`config.mk`:
```
export PLATFORM = sky130hd
export DESIGN_NAME = hazard_ctrl
export DESIGN_NICKNAME = d
export VERILOG_FILES = /design/src/rtl/hazard_ctrl.sv
export SDC_FILE = /design/constraint.sdc
export NUM_CORES = 1
export LEC_CHECK = 0
export CAP_MARGIN = 5
export CORE_MARGIN = 8
export CORE_UTILIZATION = 46
export CTS_BUF_LIST = sky130_fd_sc_hd__clkbuf_8
export DETAILED_ROUTE_END_ITERATION = 12
export PLACE_DENSITY = 0.93
export SYNTH_ARGS = -nofsm -noshare
export SYNTH_HDL_FRONTEND = slang
export SYNTH_SLANG_ARGS = --single-unit
```
`constraint.sdc`:
```
create_clock -name clk -period 5.9 [get_ports clk]
set_clock_uncertainty 0.2 [all_clocks]
set_input_delay 0.59 -clock clk [delete_from_list [all_inputs] [get_ports clk]]
set_output_delay 0.59 -clock clk [all_outputs]
set_load 0.01 [all_outputs]
```
`src/rtl/hazard_ctrl.sv`:
```
// hazard_ctrl: issue/execute hazard, forwarding and mispredict-redirect controller with squash FSM.
module hazard_ctrl #(
  parameter int          FLUSH_CYCLES = 2,
  parameter logic [1:0]  WB_MEM       = 2'b01,
  parameter int          CNT_W        = 32
) (
  input  logic             clk,
  input  logic             reset,
  input  logic             valid_is_i,
  input  logic [4:0]       rs1_is_i,
  input  logic [4:0]       rs2_is_i,
  input  logic             use_rs1_is_i,
  input  logic             use_rs2_is_i,
  input  logic             valid_ex_i,
  input  logic [4:0]       rd_ex_i,
  input  logic             rf_en_ex_i,
  input  logic [1:0]       wb_sel_ex_i,
  input  logic             is_b_type_ex_i,
  input  logic             jump_ex_i,
  input  logic             brn_taken_ex_i,
  input  logic [31:0]      next_brn_pc_ex_i,
  input  logic [31:0]      next_seq_pc_ex_i,
  input  logic [31:0]      next_pred_pc_ex_i,
  input  logic             valid_mem_i,
  input  logic             rf_en_mem_i,
  input  logic [4:0]       rd_mem_i,
  input  logic             valid_wb_i,
  input  logic             rf_en_wb_i,
  input  logic [4:0]       rd_wb_i,
  output logic             stall_if_o,
  output logic             stall_is_o,
  output logic             clr_ex_o,
  output logic             flush_is_o,
  output logic             redirect_valid_o,
  output logic [31:0]      redirect_pc_o,
  output logic [1:0]       fwd_sel_p1_o,
  output logic [1:0]       fwd_sel_p2_o,
  output logic             busy_o,
  output logic [CNT_W-1:0] stall_cnt_o,
  output logic [CNT_W-1:0] flush_cnt_o
);
  typedef enum logic {RUN, FLUSH} state_t;
  localparam logic [2:0] FLUSH_INIT = 3'(FLUSH_CYCLES - 1);
  state_t state_q, state_d;
  logic [2:0] flush_cnt_q, flush_cnt_d;
  logic wr_ex, wr_mem, wr_wb, taken, mispredict, load_use;
  logic [31:0] actual_pc;
  assign wr_ex  = valid_ex_i & rf_en_ex_i & |rd_ex_i;
  assign wr_mem = valid_mem_i & rf_en_mem_i & |rd_mem_i;
  assign wr_wb  = valid_wb_i & rf_en_wb_i & |rd_wb_i;
  assign fwd_sel_p1_o = !use_rs1_is_i ? 2'd0 :
                        (wr_ex  && rd_ex_i  == rs1_is_i) ? 2'd1 :
                        (wr_mem && rd_mem_i == rs1_is_i) ? 2'd2 :
                        (wr_wb  && rd_wb_i  == rs1_is_i) ? 2'd3 : 2'd0;
  assign fwd_sel_p2_o = !use_rs2_is_i ? 2'd0 :
                        (wr_ex  && rd_ex_i  == rs2_is_i) ? 2'd1 :
                        (wr_mem && rd_mem_i == rs2_is_i) ? 2'd2 :
                        (wr_wb  && rd_wb_i  == rs2_is_i) ? 2'd3 : 2'd0;
  assign taken      = jump_ex_i | (is_b_type_ex_i & brn_taken_ex_i);
  assign actual_pc  = taken ? next_brn_pc_ex_i : next_seq_pc_ex_i;
  assign mispredict = valid_ex_i & (is_b_type_ex_i | jump_ex_i) & (actual_pc != next_pred_pc_ex_i);
  assign load_use   = wr_ex & (wb_sel_ex_i == WB_MEM) & valid_is_i &
                      ((use_rs1_is_i & rs1_is_i == rd_ex_i) | (use_rs2_is_i & rs2_is_i == rd_ex_i));
  assign busy_o = state_q == FLUSH;
  always_comb begin
    state_d          = state_q;
    flush_cnt_d      = flush_cnt_q;
    stall_if_o       = 1'b0;
    stall_is_o       = 1'b0;
    clr_ex_o         = 1'b0;
    flush_is_o       = 1'b0;
    redirect_valid_o = 1'b0;
    redirect_pc_o    = 32'd0;
    if (state_q == FLUSH) begin
      clr_ex_o    = 1'b1;
      flush_is_o  = 1'b1;
      state_d     = flush_cnt_q == 3'd0 ? RUN : FLUSH;
      flush_cnt_d = flush_cnt_q == 3'd0 ? 3'd0 : flush_cnt_q - 3'd1;
    end else if (mispredict) begin
      redirect_valid_o = 1'b1;
      redirect_pc_o    = actual_pc;
      clr_ex_o         = 1'b1;
      flush_is_o       = 1'b1;
      state_d          = FLUSH_CYCLES > 0 ? FLUSH : RUN;
      flush_cnt_d      = FLUSH_CYCLES > 0 ? FLUSH_INIT : 3'd0;
    end else if (load_use) begin
      stall_if_o = 1'b1;
      stall_is_o = 1'b1;
      clr_ex_o   = 1'b1;
    end
  end
  always_ff @(posedge clk or posedge reset) begin
    if (reset) begin
      state_q     <= RUN;
      flush_cnt_q <= 3'd0;
      stall_cnt_o <= '0;
      flush_cnt_o <= '0;
    end else begin
      state_q     <= state_d;
      flush_cnt_q <= flush_cnt_d;
      if (stall_if_o && !(&stall_cnt_o))
        stall_cnt_o <= stall_cnt_o + CNT_W'(1);
      if (redirect_valid_o && !(&flush_cnt_o))
        flush_cnt_o <= flush_cnt_o + CNT_W'(1);
    end
  end
endmodule
```
---- After elaboration in Yosys (flattened, before gate mapping) ----
Index checks and enable logic that the tools add are counted.
storage, ports and cells
  bits in registers ....................... 68
  bits of input ports ..................... 137
  output and inout port bits .............. 106
  word-level logic and storage cells ...... 75
operators by class
  add/subtract/negate cells ............... 3
  equal/unequal tests ..................... 10
  muxes and demuxes ....................... 24
  bitwise gates (word level) .............. 17
  reduce and logical (&&, ||, !) cells .... 17
operator list
  kind                                                 number
  two-way mux 32 bit                                   3
  adder 32 x 1 -> 32 bit, second input constant        2
  AND reduction 32 bit                                 2
  equality test 5 bit                                  8
  != test 32 bit                                       1
  two-way mux 2 bit                                    8
  OR reduction 5 bit                                   3
  AND 1 bit                                            14
  two-way mux 1 bit                                    10
  two-way mux 3 bit                                    3
  logical AND 1 bit                                    8
  zero test 3 bit                                      1
  OR 1 bit                                             3
  subtractor 3 x 1 -> 3 bit, second input constant     1
  equality test 2 x 1 -> 1 bit, second input constant  1
  zero test 1 bit                                      2
  nonzero test 2 bit                                   1

---- Depth between registers and ports, before layout ----
Gate-level depths: netlist of the first run.
  depth after elaboration ................. 9
  depth in mapped cells ................... 11
  gate-level depth less buffers ........... 9

---- Worst setup path after synthesis of the first run ----
No wires, ideal clock.
  kind .................................... input to output
  start ................................... input port is_b_type_ex_i
  end ..................................... output port redirect_pc_o[29]
  arrival time ............................ 2542 ps
  data required time ...................... 5110 ps
  path slack .............................. 2568 ps
  stages .................................. 10
  buffers on the path ..................... 3
  cell sequence ........................... a21oi_4 > nand2_1 > or4_1 > o21ai_0 > nand4_1 > o21ai_0 > buf_2 > buf_2 > buf_2 > a21oi_1
on the way
  longest elaborated chain between the ends .. 7
  elaborated cells on any way between the ends .. 9
  those cells by class .................... eq/ne (1); mux (3); bitwise (5)
ends and longest elaborated chain
  what                  line  RTL
  from (decl)           18    input logic is_b_type_ex_i,
  AND 1 bit             59    assign taken = jump_ex_i | (is_b_type_ex_i & brn_taken_ex_i);
  OR 1 bit              59
  two-way mux 32 bit    60    assign actual_pc = taken ? next_brn_pc_ex_i : next_seq_pc_ex_i;
  != test 32 bit        61    assign mispredict = valid_ex_i & (is_b_type_ex_i | jump_ex_i) & (actual_pc != next_pred_pc_ex_i);
  AND 1 bit             61
  two-way mux 32 bit *  79    end else if (mispredict) begin
  two-way mux 32 bit *  74    if (state_q == FLUSH) begin
  to (decl)             35    output logic [31:0] redirect_pc_o,
Mark *: on every way between the ends. The rest lies on a longest branch, timed or not.

---- Worst setup path in the final report of the first run ----
  start ................................... input port is_b_type_ex_i
  end ..................................... output port redirect_pc_o[22]
Same word-level chain as after synthesis.

==> impl_metrics.py, run 1 <==
metrics = {
    "die": {
        "ioPinCount": 243,
        "die_w_um": 121,
        "core_um2": 10800,
        "dieArea_um2": 14700,
        "dieHeight_um": 121,
        "start_util_pct": 47.1,
        "placementRows": 38,
    },
    "status": {
        "outcome": "completed",
    },
    "layout": {
        "layout-drive-gt1-share_pct": 3.53,
        "mostFrequentLayoutCell": "clkdlybuf4s50_1",
        "fin_nets": 989,
        "area.sequential_um2": 1700,
        "multiInputGateArea_um2": 3170,
        "fillerInstances": 826,
        "synthToLayoutAreaGrowth_pct": 53.2,
        "antennaDiodeCount": 0,
        "final_cell_mix": "242 x clkdlybuf4s50_1, 80 x nand2_1, 68 x dfrtp_1",
    },
    "timing": {
        "worstMarginPinSlew_ps": 860,
        "finalMaxSlewViolations": 0,
        "relSlewSlack_pct": 42.4,
        "rsz0062_at_grt": "no",
        "min_period_ps": 4980,
        "final.setup.tns_ps": 0,
        "min_period_over_period_pct": 84.4,
        "setup_viol": 0,
        "clock.fmax_ghz": 0.201,
        "finalHoldViolCount": 0,
        "whs_ps": 293,
    },
    "clock_network": {
        "clk_pin_slew_ps": 70,
        "cts_resized": 0,
        "h-tree-depth": 3,
        "cts_tree": "built",
        "clockBufferDepth": 2,
        "clkLatencyLatePin_ps": 330,
        "cts_hold_buf": 0,
        "postCtsSetupBuffers": 0,
        "cts.sinks": 68,
        "cts_root_buf": "clkbuf_8",
        "numCtsBuffers": 9,
    },
    "place": {
        "port_buffers": 242,
        "routabilityCongestion": 1.01,
        "dp_hpwl_um": 15500,
    },
    "synthesis": {
        "synthCells": 609,
        "syn_avg_cell_area_um2": 8.39,
        "ys_seq_area_share_pct": 33.3,
        "ys.flop_type": "dfrtp_1",
        "synthDistinctLibCells": 52,
        "ys_ff_latch": 68,
        "ys_async_sr_fraction_pct": 100,
        "synth-edff-count": 0,
        "synth_fp_nets": 750,
        "syn_area_um2": 5110,
        "ys_warn_count": 0,
    },
    "power": {
        "irDropWorstVdd_v": 0.000195,
        "power_density_nw_per_um2": 183,
        "finalPower_uw": 1440,
        "leakage_uw": 0.00321,
    },
    "route": {
        "routedWlPerCell_um": 19.3,
        "drc": 0,
        "drtPass1Iterations": 5,
        "vias": 5545,
        "drtIter0Drc": 481,
        "ant_nets": 0,
        "drt-total-wl_um": 19100,
        "avgViaCountPerCell": 5.60,
    },
    "global_routing": {
        "grt_pass1_vias": 5484,
        "met3_usage_pct": 5.12,
        "gr-total-overflow": 0,
        "gr-usage-met1_pct": 31.3,
        "grt_antenna_before_repair": 0,
        "grt_usage_pct": 25.2,
        "met2_usage_pct": 43.0,
        "grt_pass1_wl_um": 29600,
        "grt.busiest_layer": "met2",
        "grt_max_degree": 69,
    },
    "critical_path": {
        "required_ps": 5110,
        "critPathKind": "input port to output port",
        "crit_path_end_kind": "output port",
        "cp-start-kind": "input port",
        "critPathMaxFanout": 35,
        "worst_ep_arrival_time_ps": 4190,
    },
    "min_path": {
        "min_path_type": "flip-flop to flip-flop",
    },
    "run": {
        "cap_violations": 0,
    },
}
==> kinds of logic (layout without fill, tap and decap cells) <==
| kind of cell | count (synthesis) | in the layout | share of synthesized area, % |
|---|---|---|---|
| adder cells (fa/ha/maj) | 4 | 4 | 0.979 |
| XOR/XNOR | 121 | 121 | 20.7 |
| multiplexers | 14 | 14 | 2.79 |
| buffers and inverters | 62 | 304 | 4.97 |
| AND/OR/NAND/NOR | 273 | 273 | 27.6 |
| AO/OA/AOI/OAI | 67 | 67 | 9.57 |
| flip-flops | 68 | 68 | 33.3 |
==> worst paths after layout <==
path | startpoint | endpoint | slack, ps | cells after the start
hold reg to reg | stall_cnt_o[13]$_DFFE_PP0P_ | stall_cnt_o[13]$_DFFE_PP0P_ | 290 | 1
setup / recovery | is_b_type_ex_i | redirect_pc_o[22] | 920 | 9
min in group asynchronous | reset | stall_cnt_o[9]$_DFFE_PP0P_ | 630 | 3
hold / removal | stall_cnt_o[13]$_DFFE_PP0P_ | stall_cnt_o[13]$_DFFE_PP0P_ | 290 | 1
max in group asynchronous | reset | flush_cnt_o[14]$_DFFE_PP0P_ | 4320 | 3
setup reg to reg | stall_cnt_o[0]$_DFFE_PP0P_ | stall_cnt_o[27]$_DFFE_PP0P_ | 3070 | 8
==> routing by layer <==
layer | wire length [µm] | up-vias
li1 | - | 2619
met4 | 547 | 0
met5 | 0 | -
met3 | 1300 | 42
met2 | 9420 | 239
met1 | 7830 | 2645
==> Yosys cell counts (2+ instances only) <==
cell / n / area, µm²
a21oi_1: 26 / 130
a221oi_1: 2 / 17.5
a222oi_1: 3 / 30.0
a32oi_1: 2 / 17.5
and2_1: 6 / 37.5
and3_1: 16 / 100
and4_1: 5 / 43.8
buf_2: 8 / 40.0
clkbuf_1: 11 / 41.3
dfrtp_1: 68 / 1700
ha_1: 4 / 50.1
inv_1: 40 / 150
mux2_2: 2 / 22.5
mux2i_1: 12 / 120
nand2_1: 80 / 300
nand2b_1: 5 / 31.3
nand3_1: 30 / 150
nand4_1: 32 / 200
nor2_1: 25 / 93.8
nor2b_1: 15 / 93.8
nor3_1: 22 / 110
nor3b_1: 4 / 30.0
nor4_1: 19 / 119
o21ai_0: 7 / 35.0
o221ai_1: 2 / 17.5
o22ai_1: 5 / 31.3
o2bb2ai_1: 2 / 17.5
o311a_1: 2 / 20.0
o41ai_1: 2 / 17.5
or3_1: 5 / 31.3
or4_1: 6 / 45.0
or4b_1: 2 / 20.0
xnor2_1: 63 / 552
xor2_1: 58 / 508
==> area by class of cell <==
class | count | area share [%]
Clock inverter | 4 | 0.240
Multi-Input combinational cell | 479 | 40.4
Tap cell | 140 | 2.24
Timing Repair Buffer | 249 | 31.6
Inverter | 41 | 1.97
Sequential cell | 68 | 21.7
Clock buffer | 10 | 1.76
==> worst max-delay path, stage by stage <==
cell and delay [ps]:
clkdlybuf4s50_1 550, a21o_1 700, mux2i_1 360, xnor2_1 100
nor3_1 190, nand4_1 250, o21ai_4 760, a21oi_1 120
clkdlybuf4s50_1 540
==> metrics by stage <==
stage	util (%)	setup WS, ps	std cells	area [µm²]
floorplan	-	2570	609	5110
global placement	70.8	1090	977	7670
detailed placement	70.8	984	977	7670
CTS	72.2	973	991	7830
global route	72.2	628	991	7830
finish	72.2	922	991	7830
==> power breakdown <==
part | leakage, µW | switching, µW | internal [µW] | total, µW
clock network | 0.0000890 | 163 | 156 | 318
registers | 0.000878 | 46.0 | 504 | 550
logic | 0.00224 | 275 | 293 | 568
total | 0.00321 | 484 | 952 | 1440
==> flip-flops by register name, indices dropped and copies added (netlist names) <==
signal / count
flush_cnt_o: 32
flush_cnt_q: 3
stall_cnt_o: 32
busy_o: 1
Note: power is estimated with default switching activity, not from simulation.
==> inputs of run 2 (changes only) <==
--- a/config.mk
+++ b/config.mk
@@ -7,10 +7,10 @@
 export LEC_CHECK = 0
 export CAP_MARGIN = 5
 export CORE_MARGIN = 8
-export CORE_UTILIZATION = 46
+export CORE_UTILIZATION = 43
 export CTS_BUF_LIST = sky130_fd_sc_hd__clkbuf_8
 export DETAILED_ROUTE_END_ITERATION = 12
-export PLACE_DENSITY = 0.93
+export PLACE_DENSITY = 0.88
 export SYNTH_ARGS = -nofsm -noshare
 export SYNTH_HDL_FRONTEND = slang
 export SYNTH_SLANG_ARGS = --single-unit
==> constraint.sdc (replaced) <==
create_clock -name clk -period 4.6 [get_ports clk]
set_clock_uncertainty 0.2 [all_clocks]
set_input_delay 0.46 -clock clk [delete_from_list [all_inputs] [get_ports clk]]
set_output_delay 0.46 -clock clk [all_outputs]
set_load 0.01 [all_outputs]
==> run 2 against run 1 <==
Clock-buffer cell count increased by 2. Total power is 31% higher. Sequential cell count unchanged. Sequential power increased by 28%. Critical path depth rose by 1. Final cell count grew 0.91%. Sequential share of layout area is 0.12 points lower. Worst hold slack hardly changed. Register-to-register slack lost 1400 ps. Via count fell by 2.6%. Critical endpoint is now redirect_pc_o[6].
==> impl_metrics.py, run 2 (synthesis gave the netlist of run 1 again) <==
metrics = {
    "die": {
        "die_w_um": 125,
        "start_util_pct": 43.3,
        "dieArea_um2": 15600,
        "dieHeight_um": 125,
        "ioPinCount": 243,
        "core_um2": 11800,
        "placementRows": 40,
    },
    "layout": {
        "fillerInstances": 948,
        "mostFrequentLayoutCell": "clkdlybuf4s50_1",
        "synthToLayoutAreaGrowth_pct": 54.0,
        "fin_area_um2": 7870,
        "antennaDiodeCount": 0,
        "top_regs": "flush_cnt_o x32, stall_cnt_o x32, flush_cnt_q x3",
        "fin_cells": 1000,
        "layout-drive-gt1-share_pct": 3.99,
        "fin_nets": 991,
        "final_cell_mix": "242 x clkdlybuf4s50_1, 80 x nand2_1, 68 x dfrtp_1",
    },
    "timing": {
        "finalMaxSlewViolations": 0,
        "clock.fmax_ghz": 0.240,
        "relSlewSlack_pct": 48.5,
        "worstMarginPinSlew_ps": 772,
        "setup_viol": 0,
        "whs_ps": 293,
        "rsz0062_at_grt": "no",
        "finalHoldViolCount": 0,
        "min_period_over_period_pct": 90.8,
        "final.setup.tns_ps": 0,
        "min_period_ps": 4170,
    },
    "min_path": {
        "min_path_type": "flip-flop to flip-flop",
        "min_to": "stall_cnt_o[24]$_DFFE_PP0P_",
        "hold_path_depth": 1,
        "min-delay-start": "stall_cnt_o[24]$_DFFE_PP0P_",
    },
    "clock_network": {
        "cts_resized": 0,
        "numCtsBuffers": 9,
        "cts.sinks": 68,
        "h-tree-depth": 3,
        "cts_hold_buf": 0,
        "clockBufferDepth": 2,
        "clkLatencyLatePin_ps": 350,
        "cts_tree": "built",
        "cts_root_buf": "clkbuf_8",
        "postCtsSetupBuffers": 0,
        "clk_pin_slew_ps": 70,
    },
    "global_routing": {
        "grt_antenna_before_repair": 0,
        "grt_pass1_vias": 5407,
        "grt_pass1_wl_um": 29300,
        "grt_usage_pct": 23.3,
        "gr-total-overflow": 0,
        "grt_max_degree": 38,
    },
    "critical_path": {
        "worst_ep_arrival_time_ps": 3510,
        "reg2reg_to": "stall_cnt_o[27]$_DFFE_PP0P_",
        "required_ps": 3940,
        "r2r-start": "stall_cnt_o[0]$_DFFE_PP0P_",
        "r2r_setup_slack_ps": 1710,
        "critPathKind": "input port to output port",
        "reg2regPathDepth": 8,
        "critPathMaxFanout": 19,
        "crit_path_end_kind": "output port",
        "cp-start-kind": "input port",
    },
    "power": {
        "leakage_uw": 0.00322,
        "power_density_nw_per_um2": 239,
        "irDropWorstVdd_v": 0.000225,
        "finalPower_uw": 1880,
    },
    "route": {
        "drt-total-wl_um": 18600,
        "drtPass1Iterations": 6,
        "drtIter0Drc": 440,
        "route.met3.wl_um": 1200,
        "vias": 5400,
        "avgViaCountPerCell": 5.40,
        "routedWlPerCell_um": 18.6,
        "drc": 0,
        "wl_met1_um": 7770,
        "top_layer": "met4",
        "ant_nets": 0,
        "wl_met2_um": 9110,
    },
    "place": {
        "place_inst": 986,
        "dp_hpwl_um": 15400,
        "routabilityCongestion": 1.02,
        "postPlaceCellArea_um2": 7690,
        "port_buffers": 242,
    },
    "status": {
        "outcome": "completed",
    },
    "run": {
        "cap_violations": 0,
    },
}
## run 2: cell types whose count changed in the layout (fill, tap and decap cells not counted)
cell,before,now
a21o_1,1,0
a21o_2,0,1
buf_4,7,9
clkbuf_8,10,12
clkinv_2,3,2
inv_1,40,39
## run 2: worst max path at each step
| stage | depth (start not counted) | endpoint | startpoint |
|---|---|---|---|
| after floorplan | 10 | redirect_pc_o[29] | is_b_type_ex_i |
| after global placement | 10 | redirect_pc_o[25] | is_b_type_ex_i |
| after detailed placement | 10 | redirect_pc_o[25] | is_b_type_ex_i |
| after CTS | 10 | redirect_pc_o[25] | is_b_type_ex_i |
| after global routing | 10 | stall_if_o | is_b_type_ex_i |
| final | 10 | redirect_pc_o[6] | is_b_type_ex_i |
## run 2: layout make-up
| type | instances | area (µm²) | share of cell area [%] |
|---|---|---|---|
| clock buffer | 12 | 165 | 2.10 |
| clock inverter | 2 | 10.0 | 0.127 |
| inverter | 41 | 154 | 1.96 |
| multi-input combinational | 479 | 3170 | 40.2 |
| sequential | 68 | 1700 | 21.6 |
| tap | 147 | 184 | 2.34 |
| timing repair buffer | 251 | 2490 | 31.6 |
## run 2: layer usage
metal / vias up / global-route usage, %
li1: 2617 / -
met1: 2530 / 28.3
met2: 217 / 39.0
met3: 36 / 6.16
met4: 0 / 8.45
met5: - / 0
## run 2: metrics by stage
step | setup slack (ps) | util [%]
CTS | 210 | 66.6
finish | 425 | 66.6
floorplan | 1530 | -
global placement | 252 | 65.1
global route | 200 | 66.6
detailed placement | 213 | 65.1
## run 2: where the power goes
group          internal (µW)  switching [µW]
Clock                    232             213
Combinational            379             352
Sequential               646            58.9
## run 2: worst max-delay path, cell delays in order
cell	delay [ps]
clkdlybuf4s50_1	560
a21o_2	420
mux2i_1	430
xnor2_1	130
nor3_1	190
nand4_1	250
o21ai_4	220
buf_4	260
nor2_1	90
clkdlybuf4s50_1	500
